<file path="src/rtl/chunked_subtractor.sv">
// rtl/chunked_subtractor.sv - multi-cycle subtractor processing CHUNK_WIDTH bits per cycle, LSB chunk first
// Optional overflow output is enabled by defining CSUB_OVERFLOW_EN.
module chunked_subtractor #(
    parameter int DATA_WIDTH  = 8,
    parameter int CHUNK_WIDTH = 4
) (
    input  logic                  clk,
    input  logic                  rst,
    input  logic                  start,
    input  logic [DATA_WIDTH-1:0] A,
    input  logic [DATA_WIDTH-1:0] B,
    output logic                  busy,
    output logic                  ready,
    output logic [DATA_WIDTH-1:0] result,
`ifdef CSUB_OVERFLOW_EN
    output logic                  borrow_out,
    output logic                  overflow
`else
    output logic                  borrow_out
`endif
);

    localparam int NCHUNK = DATA_WIDTH / CHUNK_WIDTH;
    localparam int IDXW   = (NCHUNK > 1) ? $clog2(NCHUNK) : 1;
    localparam logic [IDXW-1:0] LAST_IDX = IDXW'(NCHUNK - 1);

    typedef enum logic [1:0] {
        IDLE = 2'd0,
        RUN  = 2'd1,
        DONE = 2'd2
    } state_t;

    state_t                  state_q;
    logic [DATA_WIDTH-1:0]   a_q;
    logic [DATA_WIDTH-1:0]   b_q;
    logic [DATA_WIDTH-1:0]   result_q;
    logic                    borrow_q;
    logic [IDXW-1:0]         idx_q;
    logic                    busy_q;
    logic                    ready_q;
    logic                    borrow_out_q;

    logic [CHUNK_WIDTH-1:0]  a_chunk_d;
    logic [CHUNK_WIDTH-1:0]  b_chunk_d;
    logic [CHUNK_WIDTH:0]    diff_d;

    // The extra MSB of the widened difference is the borrow into the next chunk.
    always_comb begin
        a_chunk_d = a_q[idx_q*CHUNK_WIDTH +: CHUNK_WIDTH];
        b_chunk_d = b_q[idx_q*CHUNK_WIDTH +: CHUNK_WIDTH];
        diff_d    = {1'b0, a_chunk_d} - {1'b0, b_chunk_d} - (CHUNK_WIDTH+1)'(borrow_q);
    end

`ifdef CSUB_OVERFLOW_EN
    logic overflow_q;
    logic overflow_d;

    // Evaluated only on the last chunk, where diff_d[CHUNK_WIDTH-1] is the result sign.
    always_comb begin
        overflow_d = (a_q[DATA_WIDTH-1] ^ b_q[DATA_WIDTH-1]) &
                     (diff_d[CHUNK_WIDTH-1] ^ a_q[DATA_WIDTH-1]);
    end
`endif

    always_ff @(posedge clk) begin
        if (rst) begin
            state_q      <= IDLE;
            a_q          <= '0;
            b_q          <= '0;
            result_q     <= '0;
            borrow_q     <= 1'b0;
            idx_q        <= '0;
            busy_q       <= 1'b0;
            ready_q      <= 1'b0;
            borrow_out_q <= 1'b0;
`ifdef CSUB_OVERFLOW_EN
            overflow_q   <= 1'b0;
`endif
        end else begin
            case (state_q)
                IDLE: begin
                    ready_q <= 1'b0;
                    if (start) begin
                        a_q      <= A;
                        b_q      <= B;
                        borrow_q <= 1'b0;
                        idx_q    <= '0;
                        busy_q   <= 1'b1;
                        state_q  <= RUN;
                    end
                end
                RUN: begin
                    result_q[idx_q*CHUNK_WIDTH +: CHUNK_WIDTH] <= diff_d[CHUNK_WIDTH-1:0];
                    borrow_q <= diff_d[CHUNK_WIDTH];
                    if (idx_q == LAST_IDX) begin
                        borrow_out_q <= diff_d[CHUNK_WIDTH];
`ifdef CSUB_OVERFLOW_EN
                        overflow_q   <= overflow_d;
`endif
                        state_q      <= DONE;
                    end else begin
                        idx_q <= idx_q + 1'b1;
                    end
                end
                DONE: begin
                    // ready is raised on the edge leaving DONE, giving NCHUNK+1 cycles of latency.
                    ready_q <= 1'b1;
                    busy_q  <= 1'b0;
                    state_q <= IDLE;
                end
                default: begin
                    state_q <= IDLE;
                    busy_q  <= 1'b0;
                    ready_q <= 1'b0;
                end
            endcase
        end
    end

    assign busy       = busy_q;
    assign ready      = ready_q;
    assign result     = result_q;
    assign borrow_out = borrow_out_q;
`ifdef CSUB_OVERFLOW_EN
    assign overflow   = overflow_q;
`endif

endmodule
</file>
<file path="config.mk">
export PLATFORM = sky130hd
export DESIGN_NAME = chunked_subtractor
export DESIGN_NICKNAME = d
export VERILOG_FILES = /design/src/rtl/chunked_subtractor.sv
export SDC_FILE = /design/constraint.sdc
export NUM_CORES = 1
export LEC_CHECK = 0
export ABC_AREA = 1
export CAP_MARGIN = 10
export CORE_MARGIN = 1
export CORE_UTILIZATION = 44
export DETAILED_ROUTE_END_ITERATION = 8
export GPL_TIMING_DRIVEN = 0
export PLACE_DENSITY = 0.73
export SKIP_CTS_REPAIR_TIMING = 1
export SYNTH_ARGS = -nofsm -noshare
export SYNTH_HDL_FRONTEND = slang
export SYNTH_SLANG_ARGS = --single-unit
</file>
<file path="constraint.sdc">
create_clock -name clk -period 2.25 [get_ports clk]
set_input_delay 0.45 -clock clk [delete_from_list [all_inputs] [get_ports clk]]
set_output_delay 0.45 -clock clk [all_outputs]
set_load 0.01 [all_outputs]
</file>
* Word level (Yosys, flattened, before mapping)
Cells that the tools add are included.
** Storage, ports and cells
- Bits of input ports :: 19
- ROM bits :: 0
- Bits in registers :: 31
- Memories :: 0
- Bits in latches :: 0
- Output and inout port bits :: 11
- Bits in writable memories :: 0
** Cells by class
- $lt $le $gt $ge :: 0
- Reduce and logical (&&, ||, !) cells :: 7
- Multiplexer cells :: 11
- Divide/modulo/power cells :: 0
- $add $sub $neg :: 4
- Multipliers :: 0
- Shift operators :: 4
- Bitwise gates (word level) :: 1
- Eq/ne operators :: 4
** Operators by type and width (number)
- 3-bit negator with 34-bit output :: 1
- 4-bit by 34-bit variable shift with 8-bit output (first input constant) :: 1
- 4-bit by 34-bit variable part select with 8-bit output :: 1
- 8-bit by 4-bit variable part select with 4-bit output :: 2
- 2-bit AND reduction :: 5
- 8-bit bitwise mux :: 1
- 1-bit one-hot mux with 2 select lines :: 4
- 4-bit by 4-bit subtractor with 5-bit output :: 1
- 5-bit by 1-bit subtractor with 5-bit output :: 1
- 2-bit 2-to-1 mux :: 2
- 2-bit != test (second input constant) :: 2
- 2-bit one-hot mux with 2 select lines :: 1
- 1-bit 2-to-1 mux :: 3
- 2-bit by 1-bit equality test with 1-bit output (second input constant) :: 1
- 2-bit equality test (second input constant) :: 1
- 2-bit logical NOT :: 1
- 2-bit nonzero test :: 1
- 1-bit adder (second input constant) :: 1
- 1-bit inverter :: 1

* Depth between registers and ports, before layout
Gate-level depths: netlist of run 1.
- Depth in word-level cells :: 5
- Mapped depth :: 12

* Least setup slack after synthesis of run 1
Ideal clock, no wire load.
- Kind :: register to register
- Start :: reg idx_q
- End :: reg borrow_out_q (netlist: borrow_out)
- Path buffers :: 1
- Cell stages (with the launch flop) :: 12
- Data arrival time :: 2.004 ns
- Setup slack :: 0.137 ns
- Cell sequence :: dfxtp_1 buf_2 o21ai_0 fa_1 fa_1 nand2_1 nand2_1 nand2_1 nand2_1 nand2_1 a21o_1 inv_1
** On the way
- Word-level cells in the longest chain between the ends :: 3
- Elaborated cells on any way between the ends :: 5
** RTL lines
- start: declaration :: RTL line 38 : logic [IDXW-1:0] idx_q;
- start signal: assignment :: RTL line 102 : idx_q <= idx_q + 1'b1;
- 8-bit by 4-bit variable part select with 4-bit output, on equally long branches :: RTL line 49, 50
- 4-bit by 4-bit subtractor with 5-bit output :: RTL line 51 : diff_d = {1'b0, a_chunk_d} - {1'b0, b_chunk_d} - (CHUNK_WIDTH+1)'(borrow_q);
- 5-bit by 1-bit subtractor with 5-bit output :: RTL line 51
- end signal: assignment :: RTL line 96 : borrow_out_q <= diff_d[CHUNK_WIDTH];
- end: declaration :: RTL line 41 : logic borrow_out_q;
Parallel ways exist; a longest one is shown, timed or not.
A chain may end at the register's enable or synchronous reset.

* Worst setup path after layout of run 1
Same ends and word-level chain as after synthesis.

==> results.sh, run 1 <==
export IMPL_status="complete, no violations"
export IMPL_overflow=0
export IMPL_crit_top_cell="nand2_1"
export IMPL_start_kind="flop"
export IMPL_finalCritPeriodShare_pct=93.24
export IMPL_grt_pass1_wl_mm=4.698
export IMPL_seqPwrFrac_pct=45.4
export IMPL_clock_path_buffers=2
export IMPL_worstPathRequired_ns=2.50
export IMPL_r2r_start="idx_q"
export IMPL_vias_per_cell=5.091
export IMPL_synth_compound_area_share_pct=15.55
export IMPL_synthXorXnorAreaFrac_pct=0.6364
export IMPL_hold_viol=0
export IMPL_layout_commonest_cell="dfxtp_1"
export IMPL_fmax_ghz=0.4767
export IMPL_grt_pass1_vias=1102
export IMPL_min_path_cells=2
export IMPL_final_cell_mix="dfxtp_1 (30), nor2_1 (28), clkdlybuf4s50_1 (28)"
export IMPL_synth_top_area_cell="dfxtp_1"
export IMPL_synthMuxAreaShare_pct=2.182
export IMPL_pwr_share_clk_pct=30.2
export IMPL_root_buffer="clkbuf_4"
export IMPL_arrival_ns=2.34
export IMPL_n_antenna_cell=0
export IMPL_syn_nets=201
export IMPL_power_per_cell_area_mw_per_mm2=771.7
export IMPL_port_buffers=28
export IMPL_p_int_mw=0.9817
export IMPL_startpoint="idx_q"
export IMPL_fin_crit_ns=2.098
export IMPL_fin_tns_setup_ns=0
export IMPL_drive_above_1_share_pct=11.37
export IMPL_setup_viol=0
export IMPL_rows=19
export IMPL_die_w_um=57.93
export IMPL_skew_ns=0.01309
export IMPL_synth_top_family_by_area="simple AND/OR/NAND/NOR gates"
export IMPL_synth_cells=176
export IMPL_grt_total_usage_pct=18.86
export IMPL_cp_top_family="adder cells"
export IMPL_critPathKind="flop to flop"
export IMPL_synthSimpleGateAreaFrac_pct=20.55
export IMPL_cts_sinks=31
export IMPL_cp_depth=11
export IMPL_final_antenna_net_count=0
export IMPL_final_max_slew_viol_count=0
export IMPL_vias=1232
export IMPL_dp_hpwl_mm=2.175
export IMPL_numCtsBuffers=5
export IMPL_yosysUniqueCellTypes=25
export IMPL_drv_cap=0
export IMPL_yosys_warnings=0
export IMPL_crit_path_end_kind="flop"
export IMPL_wirelength_mm=2.845
export IMPL_antenna_found_initial=0
export IMPL_crit_chain="buf_4 > o21ai_1 > fa_2 > fa_1 > nand2_1 > nand2_1 > nand2_1 > nand2_1 > nand2_1 > a21o_1 > inv_1"
export IMPL_h_tree_depth=2
export IMPL_crit_path_top_delay_cell="fa_1"
export IMPL_initial_utilization_pct=48.25
export IMPL_p_sw_mw=0.3865
export IMPL_synth_seq_cells=31
export IMPL_netSwitchingFraction_pct=28.25
export IMPL_worst_pin_slew_ns=0.3302
export IMPL_synth_seq_area_share_pct=45.09
export IMPL_hp_class="input pin to flop"
export IMPL_drt_iter0_drc=46
export IMPL_die_area_mm2=0.003356
export IMPL_leakagePower_nw=0.7664
export IMPL_synthToLayoutAreaGrowth_pct=28.82
export IMPL_crit_fanout=10
export IMPL_yosys_area_share_adder_pct=6.545
export IMPL_syn_area_mm2=0.001376
export IMPL_drc=0
export IMPL_wl_per_cell_um=11.76
export IMPL_clock_latency_ns=0.33
export IMPL_cts_tree="yes"
export IMPL_irDropWorstVdd_mv=0.4080
export IMPL_hold_start="rst"
export IMPL_core_area_mm2=0.002853
export IMPL_synth_area_top_cells="dfxtp_1 (45%), nor2_1 (7.6%), o21ai_0 (7.3%)"
export IMPL_p_total_mw=1.368
export IMPL_clk_pin_slew_ns=0.10
export IMPL_synth_area_per_cell_um2=7.820
export IMPL_timing_slew_headroom_pct=77.98
export IMPL_nets=236
export IMPL_fp_dieH_um=57.93
export IMPL_netlist_area_leader_share_pct=45.09
export IMPL_ios=30
export IMPL_pwr_share_comb_pct=24.4
export IMPL_ff2ff_path_depth=11
export IMPL_critPathMaxStageDelay_ns=0.44
export IMPL_place_gp_congestion=0.8007
export IMPL_firstDrtPassIters=6
export IMPL_cp_num_buf_inv=2
export IMPL_grt_max_degree=11
==> final cells by class <==
type	count	area, um^2
inverters	21	78.83
clock buffers	6	41.29
flip-flops and latches	31	621.8
well taps	31	38.79
clock inverters	1	30.03
repair buffers	28	280.3
plain buffers	7	53.80
fillers	262	1080
multi-input cells	117	628.1
==> sequential cells by signal (all words and copies together), names as in the netlist <==
register and count:
a_q 8, b_q 8, borrow_out 1, borrow_q 1
busy 1, idx_q 1, ready 1, result 8
state_q 2
==> cell families (layout without fill, tap and decap cells) <==
kind of cell | after synthesis | in the layout
compound gates | 40 | 40
buf+inv | 28 | 63
simple gates | 67 | 67
mux | 3 | 3
xor+xnor | 1 | 1
fa+ha+maj | 6 | 6
flops | 31 | 31
==> layer usage <==
layer  GRT usage (%)  part of all wire [%]  vias up  wire, um
li1                -                     -      631         -
met1           22.63                    45      564      1293
met2           31.53                    49       30      1394
met3           4.688                   3.3        7        94
met4           9.184                   2.2        0        63
met5               0                     0        -         0
==> cell usage after synthesis <==
master,instances
dfxtp_1,31
nor2_1,28
nand2_1,24
o21ai_0,20
inv_1,18
a21oi_1,13
nand3_1,9
ha_1,4
inv_2,3
mux2i_1,3
buf_2,2
buf_4,2
buf_6,2
fa_1,2
nand2_2,2
nor2_2,2
o21a_1,2
o21ai_1,2
a211oi_1,1
a21o_1,1
clkbuf_1,1
nor2_4,1
o21ai_2,1
or2_2,1
xnor2_1,1
==> worst reg2reg max path, stage by stage (launching register included) <==
cell     delay, ns
dfxtp_2       0.37
buf_4         0.20
o21ai_1       0.14
fa_2          0.39
fa_1          0.44
nand2_1       0.09
nand2_1       0.06
nand2_1       0.06
nand2_1       0.06
nand2_1       0.06
a21o_1        0.10
inv_1         0.03
==> final timing paths <==
kind	end	slack (ns)
worst max-delay path	borrow_out	0.15
worst min-delay path	result[6]	0.30
worst max register to register	borrow_out	0.15
worst min register to register	a_q[1]	0.46
==> per-stage QoR <==
stage / instance area [um^2] / util (%) / std cells / hold slack, ns / setup WS, ns
4_1_cts: 1767 / 61.93 / 242 / 0.2980 / -0.1063
3_3_place_gp: 1695 / 59.43 / 235 / 0.4444 / -0.05161
3_5_place_dp: 1695 / 59.43 / 235 / 0.4465 / -0.1063
6_report: 1773 / 62.15 / 242 / 0.2988 / 0.1520
2_1_floorplan: 1376 / - / 176 / 0.4238 / 0.1374
5_1_grt: 1773 / 62.15 / 242 / 0.2930 / -0.0005009
==> power groups by stage <==
| stage | Sequential (mW) | Clock (mW) | Combinational, mW |
|---|---|---|---|
| 2_1_floorplan | 0.636 | 0 | 0.214 |
| 3_3_place_gp | 0.631 | 0 | 0.318 |
| 3_5_place_dp | 0.633 | 0 | 0.332 |
| 4_1_cts | 0.620 | 0.417 | 0.332 |
| 5_1_grt | 0.626 | 0.445 | 0.377 |
| 6_report | 0.621 | 0.413 | 0.334 |
Note: power is estimated with default switching activity, not from simulation.
==> run 2: changes to the inputs <==
--- a/config.mk
+++ b/config.mk
@@ -7,7 +7,6 @@
 export LEC_CHECK = 0
 export ABC_AREA = 1
 export CAP_MARGIN = 10
-export CORE_MARGIN = 1
 export CORE_UTILIZATION = 44
 export DETAILED_ROUTE_END_ITERATION = 8
 export GPL_TIMING_DRIVEN = 0
==> results of run 2 <==
The final DEF is identical to that of run 1; final timing and power are the same.
==> run 3: changes to the inputs <==
--- a/config.mk
+++ b/config.mk
@@ -10,7 +10,7 @@
 export CORE_UTILIZATION = 44
 export DETAILED_ROUTE_END_ITERATION = 8
 export GPL_TIMING_DRIVEN = 0
-export PLACE_DENSITY = 0.73
+export PLACE_DENSITY_LB_ADDON = 0.2
 export SKIP_CTS_REPAIR_TIMING = 1
 export SYNTH_ARGS = -nofsm -noshare
 export SYNTH_HDL_FRONTEND = slang
==> run 3 against run 2 <==
Against the previous run: the run now ends with design-rule violations left; final cell count is 0.41% higher; critical path depth stayed put; first-iteration DRC count stayed put; clock-buffer cell count stayed put; clock power is 9.7% higher; via count is 1.1% lower; fmax is 1.5% lower; largest cell class unchanged; largest power group unchanged; highest routed layer unchanged.
==> results.sh, run 3 (synthesis gave the netlist of run 1 again) <==
export IMPL_status="finished, violations left"
export IMPL_violations="design-rule violations"
export IMPL_clock_path_buffers=2
export IMPL_cts_tree="yes"
export IMPL_worst_r2r_setup_slack_ns=0.12
export IMPL_initial_utilization_pct=48.25
export IMPL_final_cell_mix="dfxtp_1 (30), nor2_1 (28), clkdlybuf4s50_1 (28)"
export IMPL_port_buffers=28
export IMPL_crit_path_end_kind="flop"
export IMPL_n_antenna_cell=0
export IMPL_dp_hpwl_mm=2.074
export IMPL_arrival_ns=2.37
export IMPL_drive_above_1_share_pct=12.74
export IMPL_hold_end="idx_q"
export IMPL_drv_cap=0
export IMPL_critPathMaxStageDelay_ns=0.45
export IMPL_crit_fanout=10
export IMPL_met3_usage_pct=7.589
export IMPL_place_gp_congestion=0.8753
export IMPL_grt_most_used_layer="met2"
export IMPL_crit_top_cell="nand2_1"
export IMPL_met2_usage_pct=34.15
export IMPL_finalCritPeriodShare_pct=94.71
export IMPL_r2r_start="idx_q"
export IMPL_drc=2
export IMPL_nets=236
export IMPL_fin_crit_ns=2.131
export IMPL_hold_viol=0
export IMPL_cp_top_family="adder cells"
export IMPL_cp_num_buf_inv=2
export IMPL_drt_iter0_drc=46
export IMPL_synthToLayoutAreaGrowth_pct=30.09
export IMPL_rows=19
export IMPL_fin_tns_setup_ns=0
export IMPL_final_max_slew_viol_count=0
export IMPL_fmax_ghz=0.4693
export IMPL_crit_chain="buf_4 > o21ai_0 > fa_2 > fa_2 > nand2_1 > nand2_1 > nand2_1 > nand2_1 > nand2_1 > a21o_1 > inv_1"
export IMPL_core_area_mm2=0.002853
export IMPL_crit_path_top_delay_cell="fa_2"
export IMPL_ios=30
export IMPL_dp_cells=235
export IMPL_vias=1219
export IMPL_pre_cts_ws_ns=-0.09953
export IMPL_power_per_cell_area_mw_per_mm2=787.8
export IMPL_start_kind="flop"
export IMPL_wirelength_mm=2.775
export IMPL_die_w_um=57.93
export IMPL_numCtsBuffers=5
export IMPL_skew_ns=0.006803
export IMPL_hold_start="rst"
export IMPL_wl_per_cell_um=11.42
export IMPL_grt_max_degree=11
export IMPL_finalNonFillerCells=243
export IMPL_ff2ff_path_depth=11
export IMPL_antenna_found_initial=0
export IMPL_setup_viol=0
export IMPL_overflow=0
export IMPL_clock_latency_ns=0.32
export IMPL_worst_pin_slew_ns=0.3381
export IMPL_fin_ws_ns=0.1191
export IMPL_critPathKind="flop to flop"
export IMPL_h_tree_depth=2
export IMPL_firstDrtPassIters=7
export IMPL_fp_dieH_um=57.93
export IMPL_clk_pin_slew_ns=0.10
export IMPL_layout_commonest_cell="dfxtp_1"
export IMPL_leakagePower_nw=0.7751
export IMPL_startpoint="idx_q"
export IMPL_use_met1_pct=21.16
export IMPL_min_path_cells=2
export IMPL_root_buffer="clkbuf_4"
export IMPL_vias_per_cell=5.016
export IMPL_grt_pass1_vias=1194
export IMPL_timing_slew_headroom_pct=77.22
export IMPL_irDropWorstVdd_mv=0.4150
export IMPL_grt_pass1_wl_mm=4.988
export IMPL_whs_ns=0.3141
export IMPL_rsz0062_at_grt="false"
export IMPL_grt_total_usage_pct=19.74
export IMPL_cts_sinks=31
export IMPL_worstPathRequired_ns=2.48
export IMPL_die_area_mm2=0.003356
export IMPL_reg2reg_to="borrow_out"
export IMPL_hp_class="input pin to flop"
export IMPL_final_antenna_net_count=0
run 3: power by group:
group	switching [mW]	internal (mW)
Clock	0.191	0.262
Sequential	0.0256	0.596
Combinational	0.177	0.158
Total	0.394	1.02
run 3: worst max-delay path by stage:
stage / to / slack [ns] / cells after the start
6_report: borrow_out / 0.12 / 11
3_3_place_gp: borrow_out / -0.05 / 11
2_1_floorplan: borrow_out / 0.14 / 11
4_1_cts: borrow_out / -0.12 / 11
3_5_place_dp: borrow_out / -0.1 / 11
5_1_grt: borrow_out / 0.0005 / 11
run 3: cell type report:
| type | instances | area, um^2 |
|---|---|---|
| plain buffers | 7 | 53.80 |
| well taps | 31 | 38.79 |
| flip-flops and latches | 31 | 621.8 |
| clock inverters | 2 | 35.03 |
| fillers | 277 | 1062 |
| repair buffers | 28 | 280.3 |
| inverters | 21 | 78.83 |
| multi-input cells | 117 | 630.6 |
| clock buffers | 6 | 51.30 |
run 3: layer usage:
metal	up-vias	wire length, um
met5	-	0
li1	632	-
met1	547	1199
met3	6	139
met4	0	40
met2	34	1396
run 3: per-stage QoR:
step                cell area [um^2]  utilization, %  power (mW)
CTS                             1782           62.46       1.418
global route                    1790           62.76       1.504
floorplan                       1376               -      0.8502
finish                          1790           62.76       1.410
detailed placement              1695           59.43      0.9620
global placement                1695           59.43      0.9487
